File: config.mk
export PLATFORM = sky130hd
export DESIGN_NAME = mem_port_arbiter
export DESIGN_NICKNAME = d
export VERILOG_FILES = /design/src/rtl/mem_port_arbiter.sv
export SDC_FILE = /design/constraint.sdc
export NUM_CORES = 1
export LEC_CHECK = 0
export CAP_MARGIN = 30
export CORE_ASPECT_RATIO = 0.7
export CORE_MARGIN = 2
export CORE_UTILIZATION = 45
export CTS_BUF_LIST = sky130_fd_sc_hd__clkbuf_8 sky130_fd_sc_hd__clkbuf_16
export CTS_CLUSTER_SIZE = 8
export DETAILED_ROUTE_END_ITERATION = 7
export HOLD_SLACK_MARGIN = 0.12
export PLACE_DENSITY = 0.85
export SLEW_MARGIN = 0
export SYNTH_ARGS = -nofsm -noshare
export SYNTH_HDL_FRONTEND = slang
export SYNTH_SLANG_ARGS = --single-unit
File: constraint.sdc
create_clock -name clk -period 3.1 [get_ports clk]
set_input_delay 0.465 -clock clk [delete_from_list [all_inputs] [get_ports clk]]
set_output_delay 0.465 -clock clk [all_outputs]
set_load 0.005 [all_outputs]
File: src/rtl/mem_port_arbiter.sv
// Shared memory-port arbiter between instruction fetch and the data stage.
// Grants one requester per transaction, holds the port until mem_ack or a watchdog timeout.
module mem_port_arbiter #(
    parameter int ADDR_W     = 32,
    parameter int DATA_W     = 32,
    parameter bit DATA_FIRST = 1'b1,
    parameter int MAX_WAIT   = 15
) (
    input  logic              clk,
    input  logic              rst_n,
    input  logic              if_req,
    input  logic [ADDR_W-1:0] if_addr,
    output logic              if_ack,
    output logic [DATA_W-1:0] if_rdata,
    input  logic              d_req,
    input  logic              d_we,
    input  logic [ADDR_W-1:0] d_addr,
    input  logic [DATA_W-1:0] d_wdata,
    output logic              d_ack,
    output logic [DATA_W-1:0] d_rdata,
    output logic              mem_req,
    output logic              mem_we,
    output logic [ADDR_W-1:0] mem_addr,
    output logic [DATA_W-1:0] mem_wdata,
    input  logic              mem_ack,
    input  logic [DATA_W-1:0] mem_rdata,
    output logic              sel,
    output logic              busy,
    output logic              timeout_err
);

    typedef enum logic [1:0] {
        S_IDLE    = 2'd0,
        S_BUSY_IF = 2'd1,
        S_BUSY_D  = 2'd2,
        S_RESP    = 2'd3
    } state_t;

    // Counter value seen during the last permitted wait cycle.
    localparam logic [7:0]        WAIT_LAST    = 8'(MAX_WAIT - 1);
    localparam logic [DATA_W-1:0] TIMEOUT_DATA = DATA_W'(32'hDEADBEEF);

    state_t            state_q, state_d;
    logic              sel_q, sel_d;
    logic              mem_req_q, mem_req_d;
    logic              mem_we_q, mem_we_d;
    logic [ADDR_W-1:0] mem_addr_q, mem_addr_d;
    logic [DATA_W-1:0] mem_wdata_q, mem_wdata_d;
    logic              if_ack_q, if_ack_d;
    logic              d_ack_q, d_ack_d;
    logic [DATA_W-1:0] if_rdata_q, if_rdata_d;
    logic [DATA_W-1:0] d_rdata_q, d_rdata_d;
    logic              busy_q, busy_d;
    logic              timeout_err_q, timeout_err_d;
    logic              last_owner_q, last_owner_d;
    logic [7:0]        wait_cnt_q, wait_cnt_d;

    logic              grant_any_s;
    logic              grant_d_s;
    logic              in_busy_s;
    logic              expired_s;
    logic              done_s;

    // Grant decision and transaction completion conditions.
    always_comb begin
        grant_any_s = if_req | d_req;
        if (if_req && d_req) begin
            grant_d_s = DATA_FIRST ? 1'b1 : ~last_owner_q;
        end else begin
            grant_d_s = d_req;
        end
        in_busy_s = (state_q == S_BUSY_IF) || (state_q == S_BUSY_D);
        expired_s = in_busy_s && !mem_ack && (wait_cnt_q == WAIT_LAST);
        done_s    = in_busy_s && (mem_ack || (wait_cnt_q == WAIT_LAST));
    end

    // Next-state logic.
    always_comb begin
        state_d = state_q;
        case (state_q)
            S_IDLE: begin
                if (grant_any_s) begin
                    state_d = grant_d_s ? S_BUSY_D : S_BUSY_IF;
                end else begin
                    state_d = S_IDLE;
                end
            end
            S_BUSY_IF, S_BUSY_D: begin
                if (done_s) begin
                    state_d = S_RESP;
                end else begin
                    state_d = state_q;
                end
            end
            S_RESP:  state_d = S_IDLE;
            default: state_d = S_IDLE;
        endcase
    end

    // Registered-output next values; everything holds unless a transition updates it.
    always_comb begin
        sel_d         = sel_q;
        mem_req_d     = mem_req_q;
        mem_we_d      = mem_we_q;
        mem_addr_d    = mem_addr_q;
        mem_wdata_d   = mem_wdata_q;
        if_ack_d      = 1'b0;
        d_ack_d       = 1'b0;
        if_rdata_d    = if_rdata_q;
        d_rdata_d     = d_rdata_q;
        timeout_err_d = timeout_err_q;
        last_owner_d  = last_owner_q;
        wait_cnt_d    = wait_cnt_q;
        busy_d        = (state_d != S_IDLE);
        case (state_q)
            S_IDLE: begin
                if (grant_any_s) begin
                    sel_d        = grant_d_s;
                    mem_req_d    = 1'b1;
                    mem_we_d     = grant_d_s & d_we;
                    mem_addr_d   = grant_d_s ? d_addr : if_addr;
                    mem_wdata_d  = grant_d_s ? d_wdata : {DATA_W{1'b0}};
                    wait_cnt_d   = 8'd0;
                    last_owner_d = grant_d_s;
                end else begin
                    mem_req_d = 1'b0;
                end
            end
            S_BUSY_IF, S_BUSY_D: begin
                if (done_s) begin
                    mem_req_d     = 1'b0;
                    timeout_err_d = timeout_err_q | expired_s;
                    if (sel_q) begin
                        d_ack_d = 1'b1;
                        if (!mem_we_q) begin
                            d_rdata_d = expired_s ? TIMEOUT_DATA : mem_rdata;
                        end else begin
                            d_rdata_d = d_rdata_q;
                        end
                    end else begin
                        if_ack_d   = 1'b1;
                        if_rdata_d = expired_s ? TIMEOUT_DATA : mem_rdata;
                    end
                end else begin
                    wait_cnt_d = wait_cnt_q + 8'd1;
                end
            end
            S_RESP: begin
                mem_req_d = 1'b0;
            end
            default: begin
                mem_req_d = 1'b0;
            end
        endcase
    end

    // State and output registers.
    always_ff @(posedge clk or negedge rst_n) begin
        if (!rst_n) begin
            state_q       <= S_IDLE;
            sel_q         <= 1'b0;
            mem_req_q     <= 1'b0;
            mem_we_q      <= 1'b0;
            mem_addr_q    <= {ADDR_W{1'b0}};
            mem_wdata_q   <= {DATA_W{1'b0}};
            if_ack_q      <= 1'b0;
            d_ack_q       <= 1'b0;
            if_rdata_q    <= {DATA_W{1'b0}};
            d_rdata_q     <= {DATA_W{1'b0}};
            busy_q        <= 1'b0;
            timeout_err_q <= 1'b0;
            last_owner_q  <= 1'b1;
            wait_cnt_q    <= 8'd0;
        end else begin
            state_q       <= state_d;
            sel_q         <= sel_d;
            mem_req_q     <= mem_req_d;
            mem_we_q      <= mem_we_d;
            mem_addr_q    <= mem_addr_d;
            mem_wdata_q   <= mem_wdata_d;
            if_ack_q      <= if_ack_d;
            d_ack_q       <= d_ack_d;
            if_rdata_q    <= if_rdata_d;
            d_rdata_q     <= d_rdata_d;
            busy_q        <= busy_d;
            timeout_err_q <= timeout_err_d;
            last_owner_q  <= last_owner_d;
            wait_cnt_q    <= wait_cnt_d;
        end
    end

    assign sel         = sel_q;
    assign mem_req     = mem_req_q;
    assign mem_we      = mem_we_q;
    assign mem_addr    = mem_addr_q;
    assign mem_wdata   = mem_wdata_q;
    assign if_ack      = if_ack_q;
    assign d_ack       = d_ack_q;
    assign if_rdata    = if_rdata_q;
    assign d_rdata     = d_rdata_q;
    assign busy        = busy_q;
    assign timeout_err = timeout_err_q;

endmodule

==> reports/metrics.json, run 1 <==
{
  "outcome": {"value": "completed"},
  "pin_count": {"value": 269},
  "timing.critical_path.cells": {"value": "inv_1 -> ha_1 -> nand2_1 -> nor2_4 -> nand2_1 -> a32o_1"},
  "ctsLongestPathBuffers": {"value": 2},
  "postRouteWirelength": {"value": 17270, "unit": "microns"},
  "path_buf_inv": {"value": 1},
  "critPathCaptureType": {"value": "register"},
  "root_buffer": {"value": "clkbuf_16"},
  "power.static_leakage": {"value": 4.069, "unit": "nW"},
  "syn-cell-area": {"value": 6017, "unit": "sq um"},
  "yosys_register_bits": {"value": 145},
  "total_count_of_hold_check_failures_in_the_final_report": {"value": 0},
  "cp_max_fo": {"value": 16},
  "antenna_cells": {"value": 0},
  "setup_repair_after_global_routing_missed_its_margin": {"value": "false"},
  "dpl_worst_slack": {"value": 0.7855, "unit": "ns"},
  "dpl-instance-area": {"value": 8838, "unit": "sq um"},
  "whs_endpoint": {"value": "state_q[0]"},
  "timing.hold.worst.start": {"value": "d_req"},
  "synth_fp_nets": {"value": 607},
  "dpl.hpwl": {"value": 12320, "unit": "microns"},
  "worst-r2r-setup-slack": {"value": 0.75, "unit": "ns"},
  "detail_route.first_pass.iterations": {"value": 4},
  "worst_hold_path_type": {"value": "in -> reg"},
  "setup-tns-final": {"value": 0, "unit": "ns"},
  "grt_antenna_before_repair": {"value": 0},
  "track_usage": {"value": 0.2477},
  "synth_top_cell_area_share": {"value": 0.6030},
  "insertion_delay": {"value": 0.41, "unit": "ns"},
  "timing.critical_path.mode_cell": {"value": "nand2_1"},
  "layout_worst_path_cycle_share": {"value": 0.7580},
  "synth_sequential_area_ratio": {"value": 0.6030},
  "final-max-slew-violation-count": {"value": 0},
  "worstReg2RegEnd": {"value": "d_rdata[8]"},
  "critical_path.startpoint_type": {"value": "register"},
  "drv_cap": {"value": 0},
  "critical_path.top_delay_family": {"value": "simple AND/OR/NAND/NOR gates"},
  "power_after_layout": {"value": 0.009585, "unit": "W"},
  "cts_tree": {"value": "yes"},
  "worst_ep_required_time": {"value": 3.38, "unit": "ns"},
  "die_w": {"value": 142.2, "unit": "microns"},
  "ys.warnings.count": {"value": 0},
  "number_of_enable_flip_flop_cells_after_synthesis": {"value": 0},
  "first_global_vias": {"value": 5275},
  "grt.met3_usage": {"value": 0.07078},
  "postLayoutSetupSlackWorst": {"value": 0.7503, "unit": "ns"},
  "setup_cp_type": {"value": "reg -> reg"},
  "rows": {"value": 35},
  "drt-wirelength-per-cell": {"value": 18.93, "unit": "microns"},
  "grt.met1_usage": {"value": 0.3175},
  "fmax": {"value": 425.6, "unit": "MHz"},
  "timing.slew.headroom": {"value": 0.5248},
  "reg2reg_depth": {"value": 6},
  "clock-sinks": {"value": 145},
  "netlist.top_cell.by_area": {"value": "dfrtp_1"},
  "drtAntennaViolNets": {"value": 0},
  "floorplan.die_area": {"value": 14330, "unit": "sq um"},
  "clock-skew-final": {"value": 0.01256, "unit": "ns"},
  "vias": {"value": 4953},
  "maximum_number_of_pins_on_one_net_before_global_route_repair": {"value": 98},
  "grt_first_pass_wirelength": {"value": 27500, "unit": "microns"},
  "start_of_the_worst_register_to_register_path": {"value": "state_q[0]"},
  "cts-buffers-inserted": {"value": 17},
  "grt_use_met2": {"value": 0.4143},
  "cts_resized": {"value": 0},
  "critical_path_arrival": {"value": 2.63, "unit": "ns"},
  "n_fill_cell": {"value": 880},
  "clkTransAtPathRegs": {"value": 0.06, "unit": "ns"},
  "area_growth_syn_to_layout": {"value": 57.31, "unit": "%"},
  "route.detailed.vias_per_inst": {"value": 5.431},
  "post_route_cells_drive_above_1_share": {"value": 0.09517},
  "final_net_count": {"value": 871},
  "synth_ff_type": {"value": "dfrtp_1"},
  "post_cts_hold_buffer_count": {"value": 1},
  "multiInputGateArea": {"value": 2196, "unit": "sq um"},
  "route.detailed.drc": {"value": 0},
  "port_buffers": {"value": 268},
  "yosys-top-cells-area": {"value": "dfrtp_1 (60%), mux2i_1 (5.5%), a2bb2oi_2 (5.2%)"},
  "final_area": {"value": 9465, "unit": "sq um"},
  "slowest_delay": {"value": 0.54, "unit": "ns"},
  "timing.hold.worst_path_depth": {"value": 2},
  "seq_area": {"value": 3628, "unit": "sq um"},
  "core_region_area": {"value": 13090, "unit": "sq um"},
  "cts.htree.levels": {"value": 4},
  "irDropWorstVdd": {"value": 0.0005178, "unit": "V"},
  "cpMaxStageDelayCell": {"value": "ha_1"},
  "timing.final.setup_violations": {"value": 0},
  "gpl.final_weighted_congestion": {"value": 0.8557},
  "post_cts_buffers": {"value": 0},
  "die_h": {"value": 100.7, "unit": "microns"},
  "ys_async_sr_fraction": {"value": 1.000},
  "synthesis.instances": {"value": 470},
  "avgSynthCellArea": {"value": 12.80, "unit": "sq um"},
  "final.hold.worst_slack": {"value": 0.4011, "unit": "ns"},
  "period_minus_slack": {"value": 2.350, "unit": "ns"},
  "initial_core_util": {"value": 0.4595},
  "drtIter0Drc": {"value": 241},
  "busiest_layer": {"value": "met2"},
  "synthDistinctLibCells": {"value": 45},
  "global_route.overflow_total": {"value": 0},
  "worst_pin_slew": {"value": 0.7128, "unit": "ns"},
  "powerDensity": {"value": 1013, "unit": "nW/um^2"}
}
area by class of cell:
cell class	count	area share
multi-input cells	285	0.2320
inverters	6	0.002908
flip-flops and latches	145	0.3833
well taps	166	0.02194
repair buffers	279	0.2946
clock inverters	14	0.02022
clock buffers	17	0.04494
metal layers:
layer / vias up / routed length (microns)
li1: 2279 / -
met3: 22 / 1081
met5: - / 0
met4: 0 / 259
met1: 2463 / 7172
met2: 189 / 8752
cells by family (layout without fill, tap and decap cells):
kind of cell	Yosys count	in the layout	synth area share
AOI/OAI and AO/OA	159	159	0.2277
and+or+nand+nor	90	90	0.07341
buffers and inverters	40	316	0.03472
muxes	33	33	0.05490
adders and majority gates	3	3	0.006239
DFF	145	145	0.6030
how the worst max path moves through the flow:
stage / depth (start not counted) / slack, ns / startpoint / to
global route: 6 / 0.54 / state_q[0] / d_rdata[24]
global placement: 4 / 0.93 / mem_ack / d_rdata[24]
floorplan: 9 / 1.46 / wait_cnt_q[0] / if_rdata[16]
finish: 6 / 0.75 / state_q[0] / d_rdata[8]
CTS: 6 / 0.77 / state_q[0] / d_rdata[8]
detailed placement: 4 / 0.79 / mem_ack / d_rdata[8]
where the power goes:
group | total [W] | internal (W) | leakage (nW) | switching (W)
Sequential | 0.00333 | 0.00276 | 1.76 | 0.000568
Combinational | 0.00412 | 0.00244 | 2.01 | 0.00168
Clock | 0.00214 | 0.00134 | 0.302 | 0.000795
sequential cells by signal, summed over array words and instances (netlist names):
register,cells
mem_req,1
mem_wdata,32
mem_addr,32
mem_we,1
d_rdata,32
state_q,2
timeout_err,1
sel,1
wait_cnt_q,8
if_rdata,32
if_ack,1
d_ack,1
busy,1
stage by stage:
stage / utilization / std cells
2_1_floorplan: - / 470
3_3_place_gp: 0.6750 / 880
3_5_place_dp: 0.6750 / 880
4_1_cts: 0.7229 / 912
5_1_grt: 0.7229 / 912
6_report: 0.7229 / 912
cell usage in the layout, fill, tap and decap left out, drive strengths merged, types with 3 or more instances in the layout:
cell type / count
nand3: 5
a2bb2oi: 48
nand2: 39
a21o: 4
inv: 8
nor2: 32
a22o: 33
a32o: 16
mux2i: 33
o21ai: 40
ha: 3
a31oi: 6
bufinv: 4
clkinv: 6
dfrtp: 145
buf: 12
clkdlybuf4s50: 266
clkbuf: 17
cells in the mapped netlist, types with 2 or more instances:
library cell	number
buf_6	4
a2bb2oi_1	27
mux2i_1	33
nand3_1	5
nor2_1	30
and3_1	2
o21ai_0	39
a31oi_1	6
nand2b_1	2
a21o_1	4
ha_1	3
o31ai_1	2
clkbuf_1	19
nor3_4	2
buf_2	10
a32o_1	16
a41oi_1	2
dfrtp_1	145
a2bb2oi_2	21
a22o_1	33
inv_1	4
nand2_1	38
Note: power is estimated with default switching activity, not from simulation.
==> run 2, diff against run 1 <==
--- a/config.mk
+++ b/config.mk
@@ -8,12 +8,12 @@
 export CAP_MARGIN = 30
 export CORE_ASPECT_RATIO = 0.7
 export CORE_MARGIN = 2
-export CORE_UTILIZATION = 45
+export CORE_UTILIZATION = 38
 export CTS_BUF_LIST = sky130_fd_sc_hd__clkbuf_8 sky130_fd_sc_hd__clkbuf_16
 export CTS_CLUSTER_SIZE = 8
 export DETAILED_ROUTE_END_ITERATION = 7
 export HOLD_SLACK_MARGIN = 0.12
-export PLACE_DENSITY = 0.85
+export PLACE_DENSITY = 0.77
 export SLEW_MARGIN = 0
 export SYNTH_ARGS = -nofsm -noshare
 export SYNTH_HDL_FRONTEND = slang
==> constraint.sdc (replaced) <==
create_clock -name clk -period 2.11 [get_ports clk]
set_input_delay 0.3165 -clock clk [delete_from_list [all_inputs] [get_ports clk]]
set_output_delay 0.3165 -clock clk [all_outputs]
set_load 0.005 [all_outputs]
==> reports/metrics.json, run 2 (synthesis gave the netlist of run 1 again) <==
{
  "cts-buffers-inserted": {"value": 17, "change": "unchanged"},
  "clkTransAtPathRegs": {"value": 0.06, "unit": "ns", "change": "about the same"},
  "grt_first_pass_wirelength": {"value": 27740, "unit": "microns", "change": "+0.85%"},
  "cp_max_fo": {"value": 8, "change": "-8"},
  "final_net_count": {"value": 874, "change": "+0.34%"},
  "final-max-slew-violation-count": {"value": 0, "change": "unchanged"},
  "core_region_area": {"value": 15500, "unit": "sq um", "change": "+18%"},
  "worst_pin_slew": {"value": 0.5438, "unit": "ns", "change": "-0.1689 ns"},
  "setup_cp_type": {"value": "reg -> reg"},
  "gpl.final_weighted_congestion": {"value": 0.8494, "change": "-0.74%"},
  "powerDensity": {"value": 1450, "unit": "nW/um^2", "change": "+43%"},
  "drv_cap": {"value": 0, "change": "unchanged"},
  "postRouteWirelength": {"value": 17300, "unit": "microns", "change": "+0.18%"},
  "route.detailed.drc": {"value": 0, "change": "unchanged"},
  "critical_path.top_delay_family": {"value": "compound AO/OA/AOI/OAI gates"},
  "track_usage": {"value": 0.2106, "change": "-0.03708"},
  "route.detailed.vias_per_inst": {"value": 5.208, "change": "-4.1%"},
  "drt-wirelength-per-cell": {"value": 18.21, "unit": "microns", "change": "-3.8%"},
  "dpl-instance-area": {"value": 8929, "unit": "sq um", "change": "+1.0%"},
  "slowest_delay": {"value": 0.49, "unit": "ns", "change": "-0.05 ns"},
  "timing.slew.headroom": {"value": 0.6336, "change": "+0.1088"},
  "port_buffers": {"value": 268, "change": "unchanged"},
  "worst_ep_required_time": {"value": 2.43, "unit": "ns", "change": "-0.95 ns"},
  "pin_count": {"value": 269, "change": "unchanged"},
  "wl_met2": {"value": 8624, "unit": "microns", "change": "-1.5%"},
  "cpMaxStageDelayCell": {"value": "or3b_1"},
  "outcome": {"value": "completed"},
  "global_route.overflow_total": {"value": 0, "change": "unchanged"},
  "clock-skew-final": {"value": 0.008511, "unit": "ns", "change": "-0.004048 ns"},
  "first_global_vias": {"value": 5295, "change": "+0.38%"},
  "timing.final.setup_violations": {"value": 0, "change": "unchanged"},
  "dpl.hpwl": {"value": 12340, "unit": "microns", "change": "+0.11%"},
  "fmax": {"value": 513.0, "unit": "MHz", "change": "+21%"},
  "ctsLongestPathBuffers": {"value": 2, "change": "unchanged"},
  "drtIter0Drc": {"value": 494, "change": "+100%"},
  "initial_core_util": {"value": 0.3882, "change": "-0.07133"},
  "critical_path.startpoint_type": {"value": "register"},
  "cts_tree": {"value": "yes"},
  "root_buffer": {"value": "clkbuf_16"},
  "clock-sinks": {"value": 145, "change": "unchanged"},
  "power.static_leakage": {"value": 4.068, "unit": "nW", "change": "about the same"},
  "die_h": {"value": 109.3, "unit": "microns", "change": "+8.5%"},
  "final_area": {"value": 9489, "unit": "sq um", "change": "+0.25%"},
  "period_minus_slack": {"value": 1.949, "unit": "ns", "change": "-0.4004 ns"},
  "topmost_layer_with_routed_signal_wires": {"value": "met4"},
  "route.met3.wl": {"value": 995, "unit": "microns", "change": "-8.0%"},
  "m1WireLength": {"value": 7326, "unit": "microns", "change": "+2.1%"},
  "most_frequent_standard_cell_in_the_layout_excluding_fill_and_tap_cells": {"value": "clkdlybuf4s50_1"},
  "grt_antenna_before_repair": {"value": 0, "change": "unchanged"},
  "worst_hold_path_type": {"value": "in -> reg"},
  "post_route_cells_drive_above_1_share": {"value": 0.1013, "change": "+0.006159"},
  "die_w": {"value": 154.4, "unit": "microns", "change": "+8.6%"},
  "postLayoutSetupSlackWorst": {"value": 0.1607, "unit": "ns", "change": "-0.5896 ns"},
  "irDropWorstVdd": {"value": 0.0007106, "unit": "V", "change": "+37%"},
  "maximum_number_of_pins_on_one_net_before_global_route_repair": {"value": 98, "change": "unchanged"},
  "drtAntennaViolNets": {"value": 0, "change": "unchanged"},
  "detail_route.first_pass.iterations": {"value": 4, "change": "unchanged"},
  "setup-tns-final": {"value": 0, "unit": "ns", "change": "unchanged"},
  "most-common-layout-cells": {"value": "clkdlybuf4s50_1 (266), dfrtp_1 (145), o21ai_0 (39), nand2_1 (38)"},
  "path_buf_inv": {"value": 1, "change": "unchanged"},
  "timing.critical_path.cells": {"value": "inv_1 -> ha_1 -> or3b_1 -> o21ai_0 -> a211oi_1 -> a21oi_1"},
  "layout_worst_path_cycle_share": {"value": 0.9238, "change": "+0.1659"},
  "insertion_delay": {"value": 0.41, "unit": "ns", "change": "about the same"},
  "rows": {"value": 38, "change": "+8.6%"},
  "cts.htree.levels": {"value": 4, "change": "unchanged"},
  "dpl_worst_slack": {"value": 0.02140, "unit": "ns", "change": "-0.7641 ns"},
  "setup_repair_after_global_routing_missed_its_margin": {"value": "false"},
  "critPathCaptureType": {"value": "register"},
  "floorplan.die_area": {"value": 16870, "unit": "sq um", "change": "+18%"},
  "antenna_cells": {"value": 0, "change": "unchanged"},
  "critical_path_arrival": {"value": 2.27, "unit": "ns", "change": "-0.36 ns"},
  "n_fill_cell": {"value": 1185, "change": "+35%"},
  "total_count_of_hold_check_failures_in_the_final_report": {"value": 0, "change": "unchanged"},
  "area_growth_syn_to_layout": {"value": 57.70, "unit": "%"},
  "vias": {"value": 4948, "change": "-0.10%"}
}
-- run 2: cell count changes in the layout (fill, tap and decap cells not counted), sizes merged --
cell and change:
clkbuf +2, clkinv +4, bufinv -3, inv -2, buf +3
-- run 2: final timing paths --
kind	from	end	slack, ns	cells after the start
max	state_q[0]	wait_cnt_q[0]	0.16	6
min	d_req	state_q[0]	0.20	2
max reg2reg	state_q[0]	wait_cnt_q[0]	0.16	6
min reg2reg	timeout_err	timeout_err	0.47	1
max in group asynchronous	rst_n	timeout_err	1.07	3
min in group asynchronous	rst_n	mem_addr[16]	0.41	2
-- run 2: repair_timing --
action,CTS,global route
setup buffers,0,0
endpoints found under the setup margin,0,8
hold buffers,1,0
endpoints found under the hold margin,43,0
gates resized for setup,0,1
-- run 2: report_power, final --
part           internal (W)  leakage, nW  switching (W)  total [W]
sequential          0.00405         1.76       0.000819    0.00487
clock               0.00166        0.280        0.00113    0.00279
combinational       0.00364         2.03        0.00246    0.00610
total               0.00935         4.07        0.00441     0.0138
-- run 2: layout make-up --
cell class                 instances  area, sq um  area share
clock buffer                      19        452.9     0.04773
timing repair buffer             282         2836      0.2989
clock inverter                    13        96.34     0.01015
sequential                       145         3628      0.3824
inverter                           6        27.53    0.002901
tap                              200        250.2     0.02637
multi-input combinational        285         2197      0.2315
-- run 2: per-layer routing --
layer,global-route usage,vias to the layer above
met5,0,-
met4,0.08069,0
met3,0.05485,27
met2,0.3581,177
met1,0.2612,2458
li1,-,2286
-- run 2: metrics by stage --
step             util  power, W  cells  hold WS [ns]
4_1_cts        0.6121   0.01389    950        0.1770
5_1_grt        0.6122   0.01458    950        0.1915
3_5_place_dp   0.5760   0.01100    917        0.2705
6_report       0.6122   0.01376    950        0.2031
2_1_floorplan       -  0.007441    470       0.02091
3_3_place_gp   0.5760   0.01078    917        0.2610
==> run 3, diff against run 2 <==
--- a/config.mk
+++ b/config.mk
@@ -10,9 +10,10 @@
 export CORE_MARGIN = 2
 export CORE_UTILIZATION = 38
 export CTS_BUF_LIST = sky130_fd_sc_hd__clkbuf_8 sky130_fd_sc_hd__clkbuf_16
+export CTS_CLUSTER_DIAMETER = 50
 export CTS_CLUSTER_SIZE = 8
 export DETAILED_ROUTE_END_ITERATION = 7
-export HOLD_SLACK_MARGIN = 0.12
+export HOLD_SLACK_MARGIN = 0.06
 export PLACE_DENSITY = 0.77
 export SLEW_MARGIN = 0
 export SYNTH_ARGS = -nofsm -noshare
==> results of run 3 <==
Same layout as run 2: the final DEF is identical, and so are final timing and power.
